===== src/rtl/seq_pkg.sv =====
// Shared types for the multi-cycle CPU sequencer: FSM states and decoded
// instruction classes.
package seq_pkg;

  typedef enum logic [2:0] {
    IDLE,
    FETCH,
    DECODE,
    EXEC,
    MEM,
    WB,
    HALT
  } state_t;

  typedef enum logic [1:0] {
    OP_ALU    = 2'd0,
    OP_LOAD   = 2'd1,
    OP_STORE  = 2'd2,
    OP_BRANCH = 2'd3
  } op_class_t;

  // MEM_TIMEOUT is limited to 1..255, so 8 bits always hold the wait count
  localparam int unsigned TIMER_W = 8;

endpackage


===== src/rtl/cpu_sequencer_if.sv =====
// Decoder/datapath handshake bundle for cpu_sequencer: decoded instruction
// info and memory status in, datapath strobes and status out.
interface cpu_sequencer_if
  import seq_pkg::*;
#(
  parameter int unsigned CW = 16
);
  logic          start;
  op_class_t     op_class;
  logic          halt_instr;
  logic          branch_taken;
  logic          mem_ready;
  logic          pc_inc;
  logic          pc_load;
  logic          ir_load;
  logic          reg_we;
  logic          mem_re;
  logic          mem_we;
  logic          busy;
  logic          done;
  logic          err;
  logic [CW-1:0] instr_count;

  modport master (
    input  start, op_class, halt_instr, branch_taken, mem_ready,
    output pc_inc, pc_load, ir_load, reg_we, mem_re, mem_we,
           busy, done, err, instr_count
  );

  modport slave (
    output start, op_class, halt_instr, branch_taken, mem_ready,
    input  pc_inc, pc_load, ir_load, reg_we, mem_re, mem_we,
           busy, done, err, instr_count
  );
endinterface


===== src/rtl/seq_timeout_timer.sv =====
// Wait-cycle timer for data-memory accesses; flags expiry once the count
// reaches MEM_TIMEOUT-1.
module seq_timeout_timer
  import seq_pkg::*;
#(
  parameter int unsigned MEM_TIMEOUT = 8
) (
  input  logic clk,
  input  logic reset,
  input  logic clear,
  input  logic count_en,
  output logic expired
);

  logic [TIMER_W-1:0] count;

  always_ff @(posedge clk or negedge reset) begin
    if (!reset) begin
      count <= '0;
    end else if (clear) begin
      count <= '0;
    end else if (count_en) begin
      count <= count + TIMER_W'(1);
    end
  end

  assign expired = (count == TIMER_W'(MEM_TIMEOUT - 1));

endmodule


===== src/rtl/cpu_sequencer.sv =====
// Multi-cycle control FSM: fetch, decode, execute, memory, writeback with
// per-class timing, PC strobes, a retire counter and a sticky memory timeout.
module cpu_sequencer
  import seq_pkg::*;
#(
  parameter int unsigned D           = 12,
  parameter int unsigned CW          = 16,
  parameter int unsigned MEM_TIMEOUT = 8
) (
  input logic             clk,
  input logic             reset,
  cpu_sequencer_if.master bus
);

  if (MEM_TIMEOUT < 1 || MEM_TIMEOUT > 255 || D < 1) begin : g_param_check
    $error("cpu_sequencer: MEM_TIMEOUT must be 1..255 and D non-zero");
  end

  state_t          state;
  state_t          state_next;
  op_class_t       op;
  logic            timer_expired;
  logic            pc_inc;
  logic            pc_load;
  logic            ir_load;
  logic            reg_we;
  logic            mem_re;
  logic            mem_we;
  logic            err;
  logic [CW-1:0]   instr_count;

  assign op = bus.op_class;

  seq_timeout_timer #(
    .MEM_TIMEOUT(MEM_TIMEOUT)
  ) u_timer (
    .clk     (clk),
    .reset   (reset),
    .clear   (state == EXEC),
    .count_en(state == MEM && !bus.mem_ready),
    .expired (timer_expired)
  );

  always_ff @(posedge clk or negedge reset) begin
    if (!reset) begin
      state <= IDLE;
    end else begin
      state <= state_next;
    end
  end

  always_comb begin
    state_next = state;
    unique case (state)
      IDLE:    if (bus.start) state_next = FETCH;
      FETCH:   state_next = DECODE;
      DECODE:  state_next = bus.halt_instr ? HALT : EXEC;
      EXEC: begin
        unique case (op)
          OP_ALU:             state_next = WB;
          OP_LOAD, OP_STORE:  state_next = MEM;
          OP_BRANCH:          state_next = FETCH;
        endcase
      end
      // a completing access takes priority over a same-cycle timeout
      MEM: begin
        if (bus.mem_ready) begin
          state_next = (op == OP_LOAD) ? WB : FETCH;
        end else if (timer_expired) begin
          state_next = HALT;
        end
      end
      WB:      state_next = FETCH;
      HALT:    state_next = HALT;
      default: state_next = IDLE;
    endcase
  end

  always_comb begin
    pc_inc  = 1'b0;
    pc_load = 1'b0;
    ir_load = 1'b0;
    reg_we  = 1'b0;
    mem_re  = 1'b0;
    mem_we  = 1'b0;
    unique case (state)
      FETCH: ir_load = 1'b1;
      EXEC: begin
        if (op == OP_BRANCH) begin
          pc_load = bus.branch_taken;
          pc_inc  = !bus.branch_taken;
        end
      end
      MEM: begin
        mem_re = (op == OP_LOAD);
        mem_we = (op == OP_STORE);
        pc_inc = (op == OP_STORE) && bus.mem_ready;
      end
      WB: begin
        reg_we = 1'b1;
        pc_inc = 1'b1;
      end
      default: ;
    endcase
  end

  always_ff @(posedge clk or negedge reset) begin
    if (!reset) begin
      err         <= 1'b0;
      instr_count <= '0;
    end else begin
      if (state == MEM && !bus.mem_ready && timer_expired) begin
        err <= 1'b1;
      end
      if (pc_inc || pc_load) begin
        instr_count <= instr_count + CW'(1);
      end
    end
  end

  assign bus.pc_inc      = pc_inc;
  assign bus.pc_load     = pc_load;
  assign bus.ir_load     = ir_load;
  assign bus.reg_we      = reg_we;
  assign bus.mem_re      = mem_re;
  assign bus.mem_we      = mem_we;
  assign bus.busy        = (state != IDLE) && (state != HALT);
  assign bus.done        = (state == HALT);
  assign bus.err         = err;
  assign bus.instr_count = instr_count;

endmodule

===== src/flat_wrapper.sv =====
// flat-port wrapper written by rule: the top's interface ports become plain ports
module cpu_sequencer_flat import seq_pkg::*;
#(
  parameter int unsigned D           = 12,
  parameter int unsigned CW          = 16,
  parameter int unsigned MEM_TIMEOUT = 8
)
  (clk, reset, bus_start, bus_op_class, bus_halt_instr, bus_branch_taken, bus_mem_ready, bus_pc_inc, bus_pc_load, bus_ir_load, bus_reg_we, bus_mem_re, bus_mem_we, bus_busy, bus_done, bus_err, bus_instr_count);
  cpu_sequencer_if #(.CW(CW)) bus_i ();
  input logic clk;
  input logic reset;
  input wire logic [$bits(bus_i.start)-1:0] bus_start;
  input wire logic [$bits(bus_i.op_class)-1:0] bus_op_class;
  input wire logic [$bits(bus_i.halt_instr)-1:0] bus_halt_instr;
  input wire logic [$bits(bus_i.branch_taken)-1:0] bus_branch_taken;
  input wire logic [$bits(bus_i.mem_ready)-1:0] bus_mem_ready;
  output wire logic [$bits(bus_i.pc_inc)-1:0] bus_pc_inc;
  output wire logic [$bits(bus_i.pc_load)-1:0] bus_pc_load;
  output wire logic [$bits(bus_i.ir_load)-1:0] bus_ir_load;
  output wire logic [$bits(bus_i.reg_we)-1:0] bus_reg_we;
  output wire logic [$bits(bus_i.mem_re)-1:0] bus_mem_re;
  output wire logic [$bits(bus_i.mem_we)-1:0] bus_mem_we;
  output wire logic [$bits(bus_i.busy)-1:0] bus_busy;
  output wire logic [$bits(bus_i.done)-1:0] bus_done;
  output wire logic [$bits(bus_i.err)-1:0] bus_err;
  output wire logic [$bits(bus_i.instr_count)-1:0] bus_instr_count;
  assign bus_i.start = bus_start;
  assign bus_i.op_class = bus_op_class;
  assign bus_i.halt_instr = bus_halt_instr;
  assign bus_i.branch_taken = bus_branch_taken;
  assign bus_i.mem_ready = bus_mem_ready;
  assign bus_pc_inc = bus_i.pc_inc;
  assign bus_pc_load = bus_i.pc_load;
  assign bus_ir_load = bus_i.ir_load;
  assign bus_reg_we = bus_i.reg_we;
  assign bus_mem_re = bus_i.mem_re;
  assign bus_mem_we = bus_i.mem_we;
  assign bus_busy = bus_i.busy;
  assign bus_done = bus_i.done;
  assign bus_err = bus_i.err;
  assign bus_instr_count = bus_i.instr_count;
  cpu_sequencer #(.D(D), .CW(CW), .MEM_TIMEOUT(MEM_TIMEOUT)) u_core (.clk(clk), .reset(reset), .bus(bus_i));
endmodule

===== config.mk =====
export PLATFORM = sky130hd
export DESIGN_NAME = cpu_sequencer_flat
export DESIGN_NICKNAME = d
export VERILOG_FILES = /design/src/rtl/seq_pkg.sv /design/src/rtl/cpu_sequencer_if.sv /design/src/rtl/seq_timeout_timer.sv /design/src/rtl/cpu_sequencer.sv /design/src/flat_wrapper.sv
export SDC_FILE = /design/constraint.sdc
export NUM_CORES = 1
export LEC_CHECK = 0
export ABC_AREA = 1
export CORE_UTILIZATION = 52
export DETAILED_ROUTE_END_ITERATION = 8
export GPL_TIMING_DRIVEN = 0
export PLACE_DENSITY_LB_ADDON = 0.25
export SYNTH_ARGS = -nofsm -noshare
export SYNTH_HDL_FRONTEND = slang
export SYNTH_HIERARCHICAL = 1
export SYNTH_SLANG_ARGS = --single-unit

===== constraint.sdc =====
create_clock -name clk -period 1.9 [get_ports clk]
set_clock_uncertainty 0.1 [all_clocks]
set_input_delay 0.38 -clock clk [delete_from_list [all_inputs] [get_ports clk]]
set_output_delay 0.38 -clock clk [all_outputs]
set_load 0.02 [all_outputs]

==> impl_metrics.tcl, run 1 <==
set metrics [dict create \
    leakage_uw 0.00125 \
    place_hpwl_um 2730 \
    synthArstFlopShare_pct 100 \
    crit_type "reg -> out" \
    die_y_um 59.6 \
    fin_crit_sh_pct 101 \
    min_path_type "reg -> reg" \
    rows 20 \
    cts.reportedPaths.clkPinSlew_ps 160 \
    failed_checks "setup timing" \
    portBuffers 32 \
    slew_viol_final 0 \
    hold_viol 0 \
    worst_pin_slew_ps 621 \
    area_delta_synth_final_pct 26.6 \
    dr_total_vias 1667 \
    place_worst_setup_slack_ps -680 \
    die_width_um 59.6 \
    reg2reg_depth 8 \
    grt_max_degree 29 \
    fin_crit_ps 1920 \
    clock-sinks 28 \
    antenna_found_initial 0 \
    design_area_um2 2180 \
    worstPathMaxFanout 4 \
    start_util_pct 55.6 \
    use_met2_pct 39.0 \
    grt_pass1_vias 1470 \
    synth_edf_count 0 \
    slew_headroom_pct 58.6 \
    antenna_left 0 \
    synth_cell_types 25 \
    netlist_top_cells_area "dfrtp_1 41%, nand2_1 17%, inv_1 7.0%" \
    end_kind "primary output" \
    path_cells "buf_4 > nand2_1 > nor2_1 > clkdlybuf4s15_2" \
    netlist_area_um2 1730 \
    synthDominantCellAreaShare_pct 40.6 \
    cp.arrival_ps 1440 \
    final_nets 294 \
    vias_per_cell 5.16 \
    use_met1_pct 32.7 \
    syn_avg_cell_area_um2 7.22 \
    power_density_nw_per_um2 1030 \
    ys_seq_area_share_pct 40.6 \
    cts_tree "yes" \
    final_util_pct 70.4 \
    crit_slowest_cell "dfrtp_1" \
    synthTopCellsByCount "79 x nand2_1, 32 x inv_1, 29 x nor2_1, 28 x dfrtp_1, 17 x nand3_1" \
    syn_inst 239 \
    place.gp.congestion 0.830 \
    drive_gt1_share_pct 12.9 \
    antenna_cells 0 \
    drc_errors 0 \
    max-vdd-ir-drop_mv 0.655 \
    setup_violations 3 \
    core-area_um2 3100 \
    cts_root_buf "clkbuf_4" \
    worstSetupStartpointType "register" \
    hold_depth 1 \
    syn-num-nets 253 \
    max-clock-path-buffers 2 \
    max_stage_delay_ps 460 \
    ys_ff_latch 28 \
    place_area_um2 2100 \
    numCtsBuffers 3 \
    wl_per_cell_um 11.9 \
    rsz0062_at_grt "yes" \
    drtPass1Iterations 4 \
    gr-max-usage-layer "met2" \
    drt_iter0_drc 84 \
    grt_use_total_pct 23.8 \
    grt_pass1_wl_um 6390 \
    cap_violations 0 \
    met3_usage_pct 2.84 \
    max_freq_mhz 520 \
    drt_wl_total_um 3840 \
    grt_overflow 0 \
    dieArea_um2 3550 \
    yosysWarnings 6 \
    yosysMostFrequentCell "nand2_1" \
    cts-htree-levels 1 \
    clock_latency_ps 320 \
    yosys.area.top_type "dfrtp_1" \
    cp.required_ps 1420 \
    status "finished, violations left" \
    boundaryPins 33 \
    synthFlopType "dfrtp_1" \
    setup_slack_ps -24.8 \
]
flip-flops by register name, indices dropped and copies added (netlist names):
register                count
u_core/bus.instr_count     16
u_core/u_timer/count        8
u_core/state                3
u_core/bus.err              1
final timing paths:
check	start	endpoint	slack, ps
setup / recovery	u_core/state[1]	bus_done	-20
hold / removal	u_core/bus.err	u_core/bus.err	380
setup reg to reg	u_core/state[1]	u_core/u_timer/count[5]	120
hold reg to reg	u_core/bus.err	u_core/bus.err	380
max in group asynchronous	reset	u_core/u_timer/count[4]	810
min in group asynchronous	reset	u_core/bus.instr_count[4]	500
cells in the final DEF, fill, tap and decap left out, types with 2 or more instances in the layout:
master / n
nand2_1: 79
inv_1: 31
nor2_1: 28
dfrtp_1: 28
nand3_1: 15
dlymetal6s2s_1: 10
nand3b_1: 8
clkdlybuf4s50_1: 7
dlygate4sd2_1: 6
nand4_1: 6
buf_4: 5
a21oi_1: 5
ha_1: 5
buf_2: 4
nor2_2: 4
nand3_2: 4
nor3_1: 4
o21ai_0: 4
clkbuf_4: 3
inv_2: 3
buf_6: 3
clkbuf_2: 2
nor2_4: 2
power breakdown:
group          total, uW  leakage [uW]  switching (uW)  internal [uW]
Clock                388     0.0000279             175            213
Combinational        988      0.000852             601            388
Sequential           870      0.000375             155            715
timing repair:
item / 4_1_cts / 5_1_grt
gates resized for setup: 34 / 19
setup buffers: 3 / 0
endpoints found under the setup margin: 16 / 18
hold endpoints to repair: 0 / 28
pin swaps: 1 / 0
hold buffers: 0 / 1
gates cloned: 0 / 0
cells by family (layout without fill, tap and decap cells):
logic type               after synthesis  in the layout  synth area share (%)
AND/OR/NAND/NOR                      152            152                  39.9
buffers and inverters                 37             77                  9.35
flip-flops                            28             28                  40.6
AO/OA/AOI/OAI                         14             14                  4.79
adder cells (fa/ha/maj)                6              6                  4.35
XOR/XNOR                               2              2                  1.02
layer usage:
| layer | vias to the layer above | wire length [um] | share of wire [%] |
|---|---|---|---|
| met5 | - | 0 | 0 |
| li1 | 833 | - | - |
| met3 | 2 | 184 | 4.8 |
| met4 | 0 | 21 | 0.55 |
| met1 | 777 | 1760 | 46 |
| met2 | 55 | 1880 | 49 |
per-stage QoR:
step | TNS (ps) | power (uW) | hold WS [ps] | std cells
floorplan | 0 | 1480 | -15.6 | 239
global placement | -7790 | 1790 | 343 | 315
detailed placement | -8150 | 1840 | 348 | 315
CTS | -11.5 | 2250 | 382 | 322
global route | -369 | 2390 | 415 | 323
finish | -29.8 | 2250 | 375 | 323
critical path: cells and delay by family (launching register included):
family	cells	cell delay [ps]
buffers and inverters	2	450
DFF	1	460
and+or+nand+nor	2	220
cell type report:
type / count / area (um2)
Timing Repair Buffer: 36 / 337
Tap cell: 44 / 55.1
Sequential cell: 28 / 701
Fill cell: 276 / 918
Clock inverter: 1 / 30.0
Buffer: 3 / 33.8
Inverter: 34 / 128
Multi-Input combinational cell: 174 / 878
Clock buffer: 3 / 22.5
(Power assumes the default switching activity.)
==> run 2, diff against run 1 <==
--- a/config.mk
+++ b/config.mk
@@ -8,7 +8,7 @@
 export ABC_AREA = 1
 export CORE_UTILIZATION = 52
 export DETAILED_ROUTE_END_ITERATION = 8
-export GPL_TIMING_DRIVEN = 0
+export GPL_TIMING_DRIVEN = 1
 export PLACE_DENSITY_LB_ADDON = 0.25
 export SYNTH_ARGS = -nofsm -noshare
 export SYNTH_HDL_FRONTEND = slang
==> run 2 against run 1 <==
  * The flow now finishes without violations
  * Critical path depth decreased by 1
  * Flip-flop and latch count unchanged
  * Non-clock buffer count rose by 13
  * Utilization rose by 3.3 points
  * Critical endpoint is now bus_ir_load
  * Wire length fell by 7.4%
  * Global-route usage down 1.5 points
  * Clock-buffer cell count is the same
  * Fmax up 2.5%
  * Clock power is 2% higher
  * Die area is the same
==> impl_metrics.tcl, run 2 (synthesized netlist as in run 1, its figures left out) <==
set metrics [dict create \
    min_path_type "in -> async" \
    portBuffers 32 \
    antenna_left 0 \
    top_register "u_core/bus.instr_count" \
    setup_slack_ps 21.8 \
    hold_viol 0 \
    setup_violations 0 \
    antenna_cells 0 \
    grt_overflow 0 \
    holdWs_ps 303 \
    cap_violations 0 \
    antenna_found_initial 0 \
    max_stage_delay_ps 470 \
    cts.reportedPaths.clkPinSlew_ps 150 \
    max_freq_mhz 532 \
    power_density_nw_per_um2 1020 \
    crit_slowest_cell "dfrtp_2" \
    slew_viol_final 0 \
    place_worst_setup_slack_ps -637 \
    fillCellCount 278 \
    worstPathMaxFanout 4 \
    reg_top3 "u_core/bus.instr_count: 16 flops, u_core/u_timer/count: 8 flops, u_core/state: 3 flops" \
    die_y_um 59.6 \
    grt_max_degree 29 \
    max-clock-path-buffers 2 \
    drt_wl_total_um 3560 \
    layout_commonest_cell "nand2_1" \
    tns_ps 0 \
    drt_iter0_drc 60 \
    fin_crit_ps 1880 \
    cp_num_buf_inv 2 \
    core-area_um2 3100 \
    vias_per_cell 4.82 \
    boundaryPins 33 \
    grt_use_total_pct 22.2 \
    worstSetupStartpointType "register" \
    area_delta_synth_final_pct 32.6 \
    fin_crit_sh_pct 98.9 \
    dp_cells 328 \
    rsz0062_at_grt "yes" \
    layout_common_cells "77 x nand2_1, 32 x inv_1, 28 x nor2_1" \
    path_cells "buf_4 > nor3_1 > buf_2" \
    cts-htree-levels 1 \
    grt_pass1_wl_um 6020 \
    end_kind "primary output" \
    dieArea_um2 3550 \
    place_hpwl_um 2570 \
    drtPass1Iterations 4 \
    slew_headroom_pct 75.6 \
    drc_errors 0 \
    critPathTopFamily "flip-flops" \
    crit_type "reg -> out" \
    cts_root_buf "clkbuf_4" \
    wl_per_cell_um 10.6 \
    cts_tree "yes" \
    cp.arrival_ps 1400 \
    max-vdd-ir-drop_mv 0.770 \
    leakage_uw 0.00131 \
    clock_latency_ps 330 \
    final_nets 307 \
    finalNonFillerCells 336 \
    numCtsBuffers 3 \
    dr_total_vias 1618 \
    clock-sinks 28 \
    largest_reg_flops 16 \
    status "completed" \
    die_width_um 59.6 \
    cp.required_ps 1420 \
    grt_pass1_vias 1472 \
    ctsHoldBuffers 0 \
    start_util_pct 55.6 \
    rows 20 \
    drive_gt1_share_pct 16.4 \
    worst_pin_slew_ps 366 \
    place.gp.congestion 0.807 \
]
==> run 2: report_power, final <==
| part | total, uW | leakage, uW | internal, uW | switching (uW) |
|---|---|---|---|---|
| Sequential | 861 | 0.000374 | 717 | 145 |
| Clock | 394 | 0.0000279 | 213 | 181 |
| Combinational | 1080 | 0.000913 | 476 | 609 |
| Total | 2340 | 0.00131 | 1410 | 934 |
==> run 2: per-layer routing <==
metal,routed length (um),global-route usage (%)
met1,1780,30.7
met2,1650,35.2
met3,100,3.49
met4,27,8.31
met5,0,0
==> run 2: stage by stage <==
step	total power, uW	cell area, um2	utilization (%)
after floorplan	1480	1730	-
after global placement	1890	2200	70.9
after detailed placement	1910	2200	70.9
after CTS	2310	2250	72.4
after global routing	2520	2290	73.8
final	2340	2290	73.8
==> run 2: final cells by class <==
class | count | area [um2] | share of cell area, %
clock buffer | 3 | 22.5 | 0.984
timing repair buffer | 52 | 470 | 20.6
clock inverter | 1 | 30.0 | 1.31
multi-input combinational | 174 | 881 | 38.5
tap | 44 | 55.1 | 2.41
inverter | 34 | 128 | 5.58
sequential | 28 | 702 | 30.7
==> run 2: final timing paths <==
path / slack (ps) / cells past startpoint / from / end
max in group asynchronous: 1110 / 2 / reset / u_core/state[1]
max: 20 / 3 / u_core/state[1] / bus_ir_load
min: 300 / 2 / reset / u_core/u_timer/count[6]
min in group clk: 390 / 1 / u_core/bus.err / u_core/bus.err
max reg2reg: 250 / 9 / u_core/state[1] / u_core/u_timer/count[5]
min reg2reg: 390 / 1 / u_core/bus.err / u_core/bus.err
==> run 2: repair_timing <==
action,4_1_cts,5_1_grt
setup endpoints to repair,14,17
resized for setup,41,20
hold endpoints to repair,0,0
pin swaps,2,2
setup buffers,3,1
